===== config.mk =====
export PLATFORM = sky130hd
export DESIGN_NAME = bcd_counter_n
export DESIGN_NICKNAME = d
export VERILOG_FILES = /design/src/rtl/bcd_counter_n.sv
export SDC_FILE = /design/constraint.sdc
export NUM_CORES = 1
export LEC_CHECK = 0
export CAP_MARGIN = 25
export CORE_AREA = 5 5 103 105
export DETAILED_ROUTE_END_ITERATION = 10
export DIE_AREA = 0 0 108 110
export GPL_TIMING_DRIVEN = 0
export PLACE_DENSITY = 0.67
export SLEW_MARGIN = 20
export SYNTH_ARGS = -nofsm -noshare
export SYNTH_HDL_FRONTEND = slang
export SYNTH_SLANG_ARGS = --single-unit

===== constraint.sdc =====
create_clock -name CLOCK_50 -period 2.6 [get_ports CLOCK_50]
set_input_delay 0.65 -clock CLOCK_50 [delete_from_list [all_inputs] [get_ports CLOCK_50]]
set_output_delay 0.65 -clock CLOCK_50 [all_outputs]
set_load 0.01 [all_outputs]

===== src/rtl/bcd_counter_n.sv =====
`default_nettype none
// ============================================================================
// Module   : bcd_counter_n
// Purpose  : N-digit BCD up/down counter with built-in tick prescaler and
//            per-digit active-low seven-segment decode. The count is held
//            natively in BCD, so no binary-to-BCD conversion is needed.
// Ports    : CLOCK_50  - system clock, rising edge
//            RESET_N   - asynchronous active-low reset
//            EN        - count enable, sampled on TICK cycles
//            DOWN      - 0 = count up, 1 = count down
//            CLR       - synchronous clear of count and prescaler
//            LOAD      - synchronous load of LOAD_VAL (digits clamped to 9)
//            LOAD_VAL  - BCD load value, digit i in [4i+3:4i]
//            BCD       - current count, digit 0 least significant
//            HEX       - active-low {g,f,e,d,c,b,a} per digit, digit i in [7i+6:7i]
//            TICK      - prescaler pulse (one count step per DIV clocks)
//            OVF       - one-cycle flag after a step that hit a limit
// Revision : 1.0 - initial release
// ============================================================================
module bcd_counter_n #(
    parameter int unsigned DIGITS = 5,
    parameter int unsigned DIV    = 50000,
    parameter bit          WRAP   = 1'b1
) (
    input  logic                  CLOCK_50,
    input  logic                  RESET_N,
    input  logic                  EN,
    input  logic                  DOWN,
    input  logic                  CLR,
    input  logic                  LOAD,
    input  logic [4*DIGITS-1:0]   LOAD_VAL,
    output logic [4*DIGITS-1:0]   BCD,
    output logic [7*DIGITS-1:0]   HEX,
    output logic                  TICK,
    output logic                  OVF
);

    // Prescaler is at least one bit wide so DIV = 1 still elaborates;
    // in that case PRE_MAX = 0 and TICK is permanently high.
    localparam int unsigned     PRE_W   = (DIV > 1) ? $clog2(DIV) : 1;
    localparam logic [PRE_W-1:0] PRE_MAX = PRE_W'(DIV - 1);

    // ------------------------------------------------------------------------
    // Seven-segment decode, active low {g,f,e,d,c,b,a}. Non-decimal codes
    // cannot occur in the count register but decode to blank for safety.
    // ------------------------------------------------------------------------
    function automatic logic [6:0] seg7(input logic [3:0] d);
        logic [6:0] s;
        case (d)
            4'd0:    s = 7'b1000000;
            4'd1:    s = 7'b1111001;
            4'd2:    s = 7'b0100100;
            4'd3:    s = 7'b0110000;
            4'd4:    s = 7'b0011001;
            4'd5:    s = 7'b0010010;
            4'd6:    s = 7'b0000010;
            4'd7:    s = 7'b1111000;
            4'd8:    s = 7'b0000000;
            4'd9:    s = 7'b0010000;
            default: s = 7'b1111111;
        endcase
        return s;
    endfunction

    // ------------------------------------------------------------------------
    // State
    // ------------------------------------------------------------------------
    logic [PRE_W-1:0]    pre_q, pre_d;
    logic [4*DIGITS-1:0] bcd_q, bcd_d;
    logic                ovf_q, ovf_d;

    // ------------------------------------------------------------------------
    // Per-digit arithmetic. Carry/borrow ripple through all digits in one
    // cycle: digit i changes only when every lower digit is at its rollover
    // value (9 going up, 0 going down). The final carry/borrow out is the
    // limit condition (all 9s / all 0s).
    // ------------------------------------------------------------------------
    logic [DIGITS:0]     w_carry;
    logic [DIGITS:0]     w_borrow;
    logic [4*DIGITS-1:0] w_inc;
    logic [4*DIGITS-1:0] w_dec;
    logic [4*DIGITS-1:0] w_load_clamped;

    assign w_carry[0]  = 1'b1;
    assign w_borrow[0] = 1'b1;

    for (genvar i = 0; i < DIGITS; i++) begin : g_digit
        logic [3:0] w_d;
        logic [3:0] w_ld;
        logic       w_is9;
        logic       w_is0;

        assign w_d   = bcd_q[4*i +: 4];
        assign w_ld  = LOAD_VAL[4*i +: 4];
        assign w_is9 = (w_d == 4'd9);
        assign w_is0 = (w_d == 4'd0);

        assign w_carry[i+1]  = w_carry[i]  & w_is9;
        assign w_borrow[i+1] = w_borrow[i] & w_is0;

        assign w_inc[4*i +: 4] = !w_carry[i]  ? w_d :
                                 (w_is9 ? 4'd0 : w_d + 4'd1);
        assign w_dec[4*i +: 4] = !w_borrow[i] ? w_d :
                                 (w_is0 ? 4'd9 : w_d - 4'd1);

        // Out-of-range load digits saturate to 9 so the register never
        // holds a non-decimal code.
        assign w_load_clamped[4*i +: 4] = (w_ld > 4'd9) ? 4'd9 : w_ld;

        assign HEX[7*i +: 7] = seg7(w_d);
    end : g_digit

    logic w_at_limit;
    logic [4*DIGITS-1:0] w_step_val;

    // Ripple from all 9s naturally yields all 0s (and all 0s yields all 9s
    // going down), so the wrap value needs no special case.
    assign w_at_limit = DOWN ? w_borrow[DIGITS] : w_carry[DIGITS];
    assign w_step_val = DOWN ? w_dec : w_inc;

    // ------------------------------------------------------------------------
    // Prescaler tick
    // ------------------------------------------------------------------------
    assign TICK = (pre_q == PRE_MAX);

    // ------------------------------------------------------------------------
    // Next-state: CLR > LOAD > step > hold
    // ------------------------------------------------------------------------
    always_comb begin
        pre_d = pre_q;
        bcd_d = bcd_q;
        ovf_d = 1'b0;

        if (CLR) begin
            pre_d = '0;
            bcd_d = '0;
        end else begin
            pre_d = TICK ? '0 : pre_q + PRE_W'(1);

            if (LOAD) begin
                bcd_d = w_load_clamped;
            end else if (TICK && EN) begin
                if (w_at_limit) begin
                    ovf_d = 1'b1;
                    if (WRAP) begin
                        bcd_d = w_step_val;
                    end
                end else begin
                    bcd_d = w_step_val;
                end
            end
        end
    end

    always_ff @(posedge CLOCK_50 or negedge RESET_N) begin
        if (!RESET_N) begin
            pre_q <= '0;
            bcd_q <= '0;
            ovf_q <= 1'b0;
        end else begin
            pre_q <= pre_d;
            bcd_q <= bcd_d;
            ovf_q <= ovf_d;
        end
    end

    assign BCD = bcd_q;
    assign OVF = ovf_q;

endmodule : bcd_counter_n
`default_nettype wire


==> flow_summary.toml, run 1 <==
[routing]
wl_um = 11900
dr_wl_met2_um = 5704
wl_met3_um = 752
vias = 3955
drtPass1Iterations = 5
wl_per_cell_um = 16.50
via_per_inst = 5.485
drt-initial-drc-count = 260
ant_nets = 0
wirelength_met1_um = 5225
dr.max_layer_used = "met4"
post-route-drc-count = 0

[cts]
cts-buffers-inserted = 5
cts_hold_buf = 0
clk_path_buf_depth = 2
cts_tree = "yes"
h-tree-depth = 2
clkTransAtPathRegs_ns = 0.08
root_buffer = "clkbuf_8"
clock_sinks = 37
clk_latency_ns = 0.30

[global_routing]
antenna_found_initial = 0
grt_use_total_pct = 19.54
grt_max_degree = 20
grt_overflow = 0
grt_pass1_wl_um = 18550
grt_pass1_vias = 3794

[worst_setup_path]
crit_cells = 6
worstPathCellList = "buf_12, ha_2, or2_2, a21oi_2, nor2_1, dlygate4sd2_1"
crit_fanout = 6
r2r_end = "BCD[17]"
path_class = "register to primary output"
cp_data_required_time_ns = 1.95
r2r-start = "BCD[1]"
arrival_ns = 1.89
critical-path-slowest-cell = "dfrtp_2"
cp_num_buf_inv = 2
end_kind = "primary output"
max_stage_delay_ns = 0.45
crit_family = "flip-flops"
reg2reg_depth = 7
r2r_slack_ns = 0.19
startpoint_type = "register"

[synthesis]
synthArstFlopShare_pct = 100.0
syn_inst = 485
syn_avg_cell_area_um2 = 7.618
synth_flop_cell = "dfrtp_1"
ys_types = 63
synth_edf_count = 0
yosysSeqAreaShare_pct = 25.06
synth_area_mm2 = 0.003695
ys_ff_latch = 37
synth_nets = 540
ys_warn_count = 0

[sta]
finalSetupViolCount = 0
fin_crit_ns = 2.545
slew-limit-headroom_pct = 58.19
worst_pin_slew_ns = 0.6224
maxSlewViolCount = 0
finalHoldViolations = 0
layout_setup_ws_ns = 0.05541
fin_tns_setup_ns = 0
max_freq_mhz = 393.0
hold_ws_ns = 0.3093
post-route-period-util_pct = 97.87
clock_skew_ns = 0.001533

[cells_and_area]
final_cell_count_no_fill = 721
final_util_pct = 52.36
area_delta_synth_final_pct = 35.32
seq_area_um2 = 939.7
fillers = 954
final_nets = 642
multi_input_area_mm2 = 0.002580
insertedDiodeCount = 0
drive_above_1_share_pct = 16.84

[job]
maxCapViolations = 0

[die]
fp.dieW_um = 108
placeableCoreArea_mm2 = 0.009549
initial_core_util_pct = 38.69
num_io_pins = 83
die_area_mm2 = 0.01188
die_h_um = 110
placementRows = 36

[place]
place_ws_ns = -0.1915
placed_cells = 700
port_buffers = 81
gp_congestion = 0.9169
hpwl_um = 8763

[power_and_ir_drop]
irDropWorstVdd_v = 0.0003491
powerDensity_mw_per_mm2 = 526.4
power_leakage_nw = 2.184

[worst_hold_path]
worstHoldPathType = "primary input to asynchronous set/reset pin"

[status]
status = "finished clean"
[metrics by stage]
stage,cell area (µm²),power (mW)
floorplan,3695,1.510
detailed placement,4695,2.154
global route,5000,2.807
global placement,4672,2.135
CTS,4932,2.622
finish,5000,2.632
[cell usage after synthesis, types with 2 or more instances]
cell	instances	area share, %
o22ai_1	2	0.34
buf_6	3	0.91
nand2_1	50	5.1
mux2i_1	10	2.7
nand2b_1	11	1.9
dfrtp_1	37	25
a32o_1	2	0.54
and3_1	8	1.4
xor2_1	12	2.8
buf_2	4	0.54
xnor2_1	8	1.9
o211ai_1	5	1.0
mux2_2	2	0.61
nand3b_1	7	1.4
nor2_1	62	6.3
buf_1	2	0.20
ha_1	29	9.8
a31oi_1	12	2.0
a311o_1	2	0.54
nor3_1	10	1.4
mux2_4	4	1.6
a311oi_1	3	0.71
nand4_1	2	0.34
or2_2	7	1.2
a21boi_0	4	0.81
o311ai_0	2	0.47
clkinv_1	2	0.20
inv_1	26	2.6
o21ai_0	29	3.9
clkbuf_1	19	1.9
a21oi_1	44	6.0
nand3_1	20	2.7
nor3b_1	2	0.41
o41ai_1	2	0.47
and4_1	2	0.47
nor2b_1	2	0.34
o31ai_1	7	1.4
a211o_1	2	0.47
a211oi_1	4	0.81
[per-layer routing]
metal | vias up | global-route usage (%)
met5 | - | 0
met4 | 0 | 5.771
met2 | 149 | 33.75
li1 | 1922 | -
met3 | 20 | 3.262
met1 | 1864 | 25.18
[final cells by class]
class | count | area share (%)
clock buffers | 5 | 1.376
repair buffers | 97 | 19.09
flip-flops and latches | 37 | 18.79
inverters | 29 | 2.302
multi-input cells | 391 | 51.60
plain buffers | 26 | 3.078
clock inverters | 3 | 0.4254
well taps | 133 | 3.328
[sequential cells by signal, summed over array words and instances, names as in the netlist]
| signal | flops |
|---|---|
| BCD | 20 |
| OVF | 1 |
| pre_q | 16 |
[cells in the final DEF, fill, tap and decap left out, types with 8 or more instances in the layout]
| cell | netlist | routed |
|---|---|---|
| buf_4 | 0 | 14 |
| dlygate4sd2_1 | 0 | 17 |
| nand2b_1 | 11 | 11 |
| and3_1 | 8 | 8 |
| nor2_1 | 62 | 62 |
| inv_1 | 26 | 19 |
| xnor2_1 | 8 | 8 |
| a21oi_1 | 44 | 41 |
| xor2_1 | 12 | 12 |
| o21ai_0 | 29 | 29 |
| nand2_1 | 50 | 50 |
| dfrtp_2 | 0 | 11 |
| ha_2 | 0 | 9 |
| a31oi_1 | 12 | 12 |
| clkdlybuf4s50_1 | 0 | 55 |
| buf_2 | 4 | 9 |
| ha_1 | 29 | 19 |
| nor3_1 | 10 | 10 |
| mux2i_1 | 10 | 10 |
| nand3_1 | 20 | 20 |
| dfrtp_1 | 37 | 26 |
[kinds of logic (layout without fill, tap and decap cells)]
family / Yosys count / in the layout / share of synthesized area, %
mux: 16 / 16 / 4.944
xor+xnor: 20 / 20 / 4.741
fa+ha+maj: 29 / 29 / 9.821
compound gates: 132 / 132 / 22.89
simple gates: 194 / 194 / 26.01
flops: 37 / 37 / 25.06
buf+inv: 57 / 160 / 6.536
[how the worst max path moves through the flow]
stage          startpoint  slack (ns)       to
2_1_floorplan      BCD[4]        0.30  BCD[17]
3_5_place_dp         DOWN       -0.19  BCD[15]
6_report          BCD[16]        0.06  HEX[28]
3_3_place_gp         DOWN       -0.17  BCD[15]
5_1_grt           BCD[17]       -0.02  HEX[33]
4_1_cts           BCD[16]      0.0007  HEX[29]
[report_power, final]
| part | internal (mW) | switching, mW | total (mW) |
|---|---|---|---|
| clock network | 0.190 | 0.239 | 0.429 |
| registers | 0.627 | 0.0692 | 0.696 |
| logic | 0.725 | 0.782 | 1.51 |
[timing repair]
action,CTS,global route
setup buffers,12,3
hold endpoints to repair,0,0
endpoints found under the setup margin,36,20
resized for setup,58,26
Note: power is estimated with default switching activity, not from simulation.
==> run 2: changes to the inputs <==
- CORE_AREA: 5 5 103 105 -> 2 2 100 102
- DIE_AREA: 0 0 108 110 -> 0 0 102 104
==> run 2 against run 1 <==
Net effect:
- maximum frequency shrank 0.99%
- clock skew grew 0.0047 ns
- non-clock buffer count down 1
- hold slack lost 0.00082 ns
- critical path depth is the same
- core utilization grew 0.17 points
==> flow_summary.toml, run 2 (synthesis gave the netlist of run 1 again) <==
[status]
status = "finished clean"

[routing]
drt-initial-drc-count = 248
wl_um = 11510
wl_per_cell_um = 15.98
post-route-drc-count = 0
ant_nets = 0
via_per_inst = 5.535
vias = 3985
drtPass1Iterations = 5

[worst_setup_path]
end_kind = "primary output"
arrival_ns = 1.92
crit_family = "buffers and inverters"
cp_num_buf_inv = 2
crit_fanout = 6
cp_data_required_time_ns = 1.95
startpoint_type = "register"
max_stage_delay_ns = 0.44
path_class = "register to primary output"
critical-path-slowest-cell = "dfrtp_2"
worstPathCellList = "buf_4, ha_2, or2_2, a21oi_2, nor2_1, dlygate4sd2_1"

[cells_and_area]
insertedDiodeCount = 0
finalInstanceArea_mm2 = 0.005016
final_cell_count_no_fill = 720
fillers = 936
area_delta_synth_final_pct = 35.76
drive_above_1_share_pct = 16.70
final_util_pct = 52.53
layout_common_cells = "62 x nor2_1, 59 x clkdlybuf4s50_1, 50 x nand2_1"
largest_reg_flops = 20
final_common_cell = "nor2_1"
final_nets = 641

[power_and_ir_drop]
seq_power_share_pct = 25.4
switchingPower_mw = 1.088
power_frac_comb_pct = 55.2
power_mw = 2.725
pwr-share-clk_pct = 19.4
power_leakage_nw = 2.145
irDropWorstVdd_v = 0.0003159
swShare_pct = 39.91
powerDensity_mw_per_mm2 = 543.3
internal_power_mw = 1.638

[cts]
root_buffer = "clkbuf_8"
clk_path_buf_depth = 2
clock_sinks = 37
cts-buffers-inserted = 5
cts_hold_buf = 0
clkTransAtPathRegs_ns = 0.08
h-tree-depth = 2
clk_latency_ns = 0.31
cts_tree = "yes"

[die]
fp.dieW_um = 102
placeableCoreArea_mm2 = 0.009549
num_io_pins = 83
placementRows = 36
die_area_mm2 = 0.01061
initial_core_util_pct = 38.69
die_h_um = 104

[global_routing]
grt_max_degree = 20
grt_use_total_pct = 21.66
antenna_found_initial = 0
grt_pass1_vias = 3775
grt_overflow = 0
grt_pass1_wl_um = 18700

[sta]
maxSlewViolCount = 0
layout_setup_ws_ns = 0.03006
clock_skew_ns = 0.006252
max_freq_mhz = 389.1
worst_pin_slew_ns = 0.6200
rsz0062_at_grt = "yes"
finalSetupViolCount = 0
fin_crit_ns = 2.570
slew-limit-headroom_pct = 58.67
finalHoldViolations = 0
post-route-period-util_pct = 98.84

[place]
dpl-instance-area_mm2 = 0.004695
place_ws_ns = -0.1461
placed_cells = 700
hpwl_um = 8297
gp_congestion = 0.8975
port_buffers = 81

[job]
maxCapViolations = 0

[worst_hold_path]
worstHoldPathType = "primary input to asynchronous set/reset pin"
==> run 2: per-stage QoR <==
| step | setup TNS, ns | hold WS (ns) |
|---|---|---|
| after CTS | 0 | 0.3222 |
| final | 0 | 0.3085 |
| after floorplan | 0 | 0.3544 |
| after global placement | -5.435 | 0.4741 |
| after detailed placement | -1.516 | 0.4782 |
| after global routing | -0.01565 | 0.3235 |
==> run 2: layout make-up <==
class	count	area (µm²)	share of cell area [%]
Clock inverter	3	46.29	0.9229
Sequential cell	37	939.7	18.73
Tap cell	133	166.4	3.318
Timing Repair Buffer	96	924.6	18.43
Clock buffer	5	68.82	1.372
Buffer	26	148.9	2.968
Inverter	29	117.6	2.345
Multi-Input combinational cell	391	2604	51.91
==> run 2: worst paths after layout <==
kind	start	end	slack, ns	cells past startpoint
max reg2reg	BCD[4]	BCD[18]	0.21	8
min reg2reg	pre_q[0]	pre_q[0]	0.54	2
min	RESET_N	pre_q[10]	0.31	1
max	BCD[16]	HEX[28]	0.03	6
min in group CLOCK_50	pre_q[0]	pre_q[0]	0.54	2
max in group asynchronous	RESET_N	BCD[0]	1.81	2
==> run 2: per-layer routing <==
layer | part of all wire (%) | global-route usage, % | up-vias
met1 | 43 | 29.86 | 1847
met2 | 48 | 34.63 | 185
li1 | - | - | 1918
met5 | 0 | 0 | -
met3 | 6.3 | 2.890 | 35
met4 | 2.5 | 7.333 | 0
==> run 2: power by group through the flow <==
stage	clock network [mW]	logic (mW)	registers [mW]
4_1_cts	0.537	1.47	0.686
2_1_floorplan	0	0.792	0.718
5_1_grt	0.560	1.66	0.700
3_5_place_dp	0	1.42	0.720
6_report	0.529	1.50	0.692
3_3_place_gp	0	1.41	0.721
==> run 2: repair_timing <==
item,4_1_cts,5_1_grt
resized for setup,54,28
pin swaps,0,0
buffers inserted,14,0
setup endpoints to repair,36,17
==> run 3: changes to the inputs <==
- HOLD_SLACK_MARGIN: unset -> 0.02
==> results of run 3 <==
The final DEF is identical to that of run 2; final timing and power are the same.
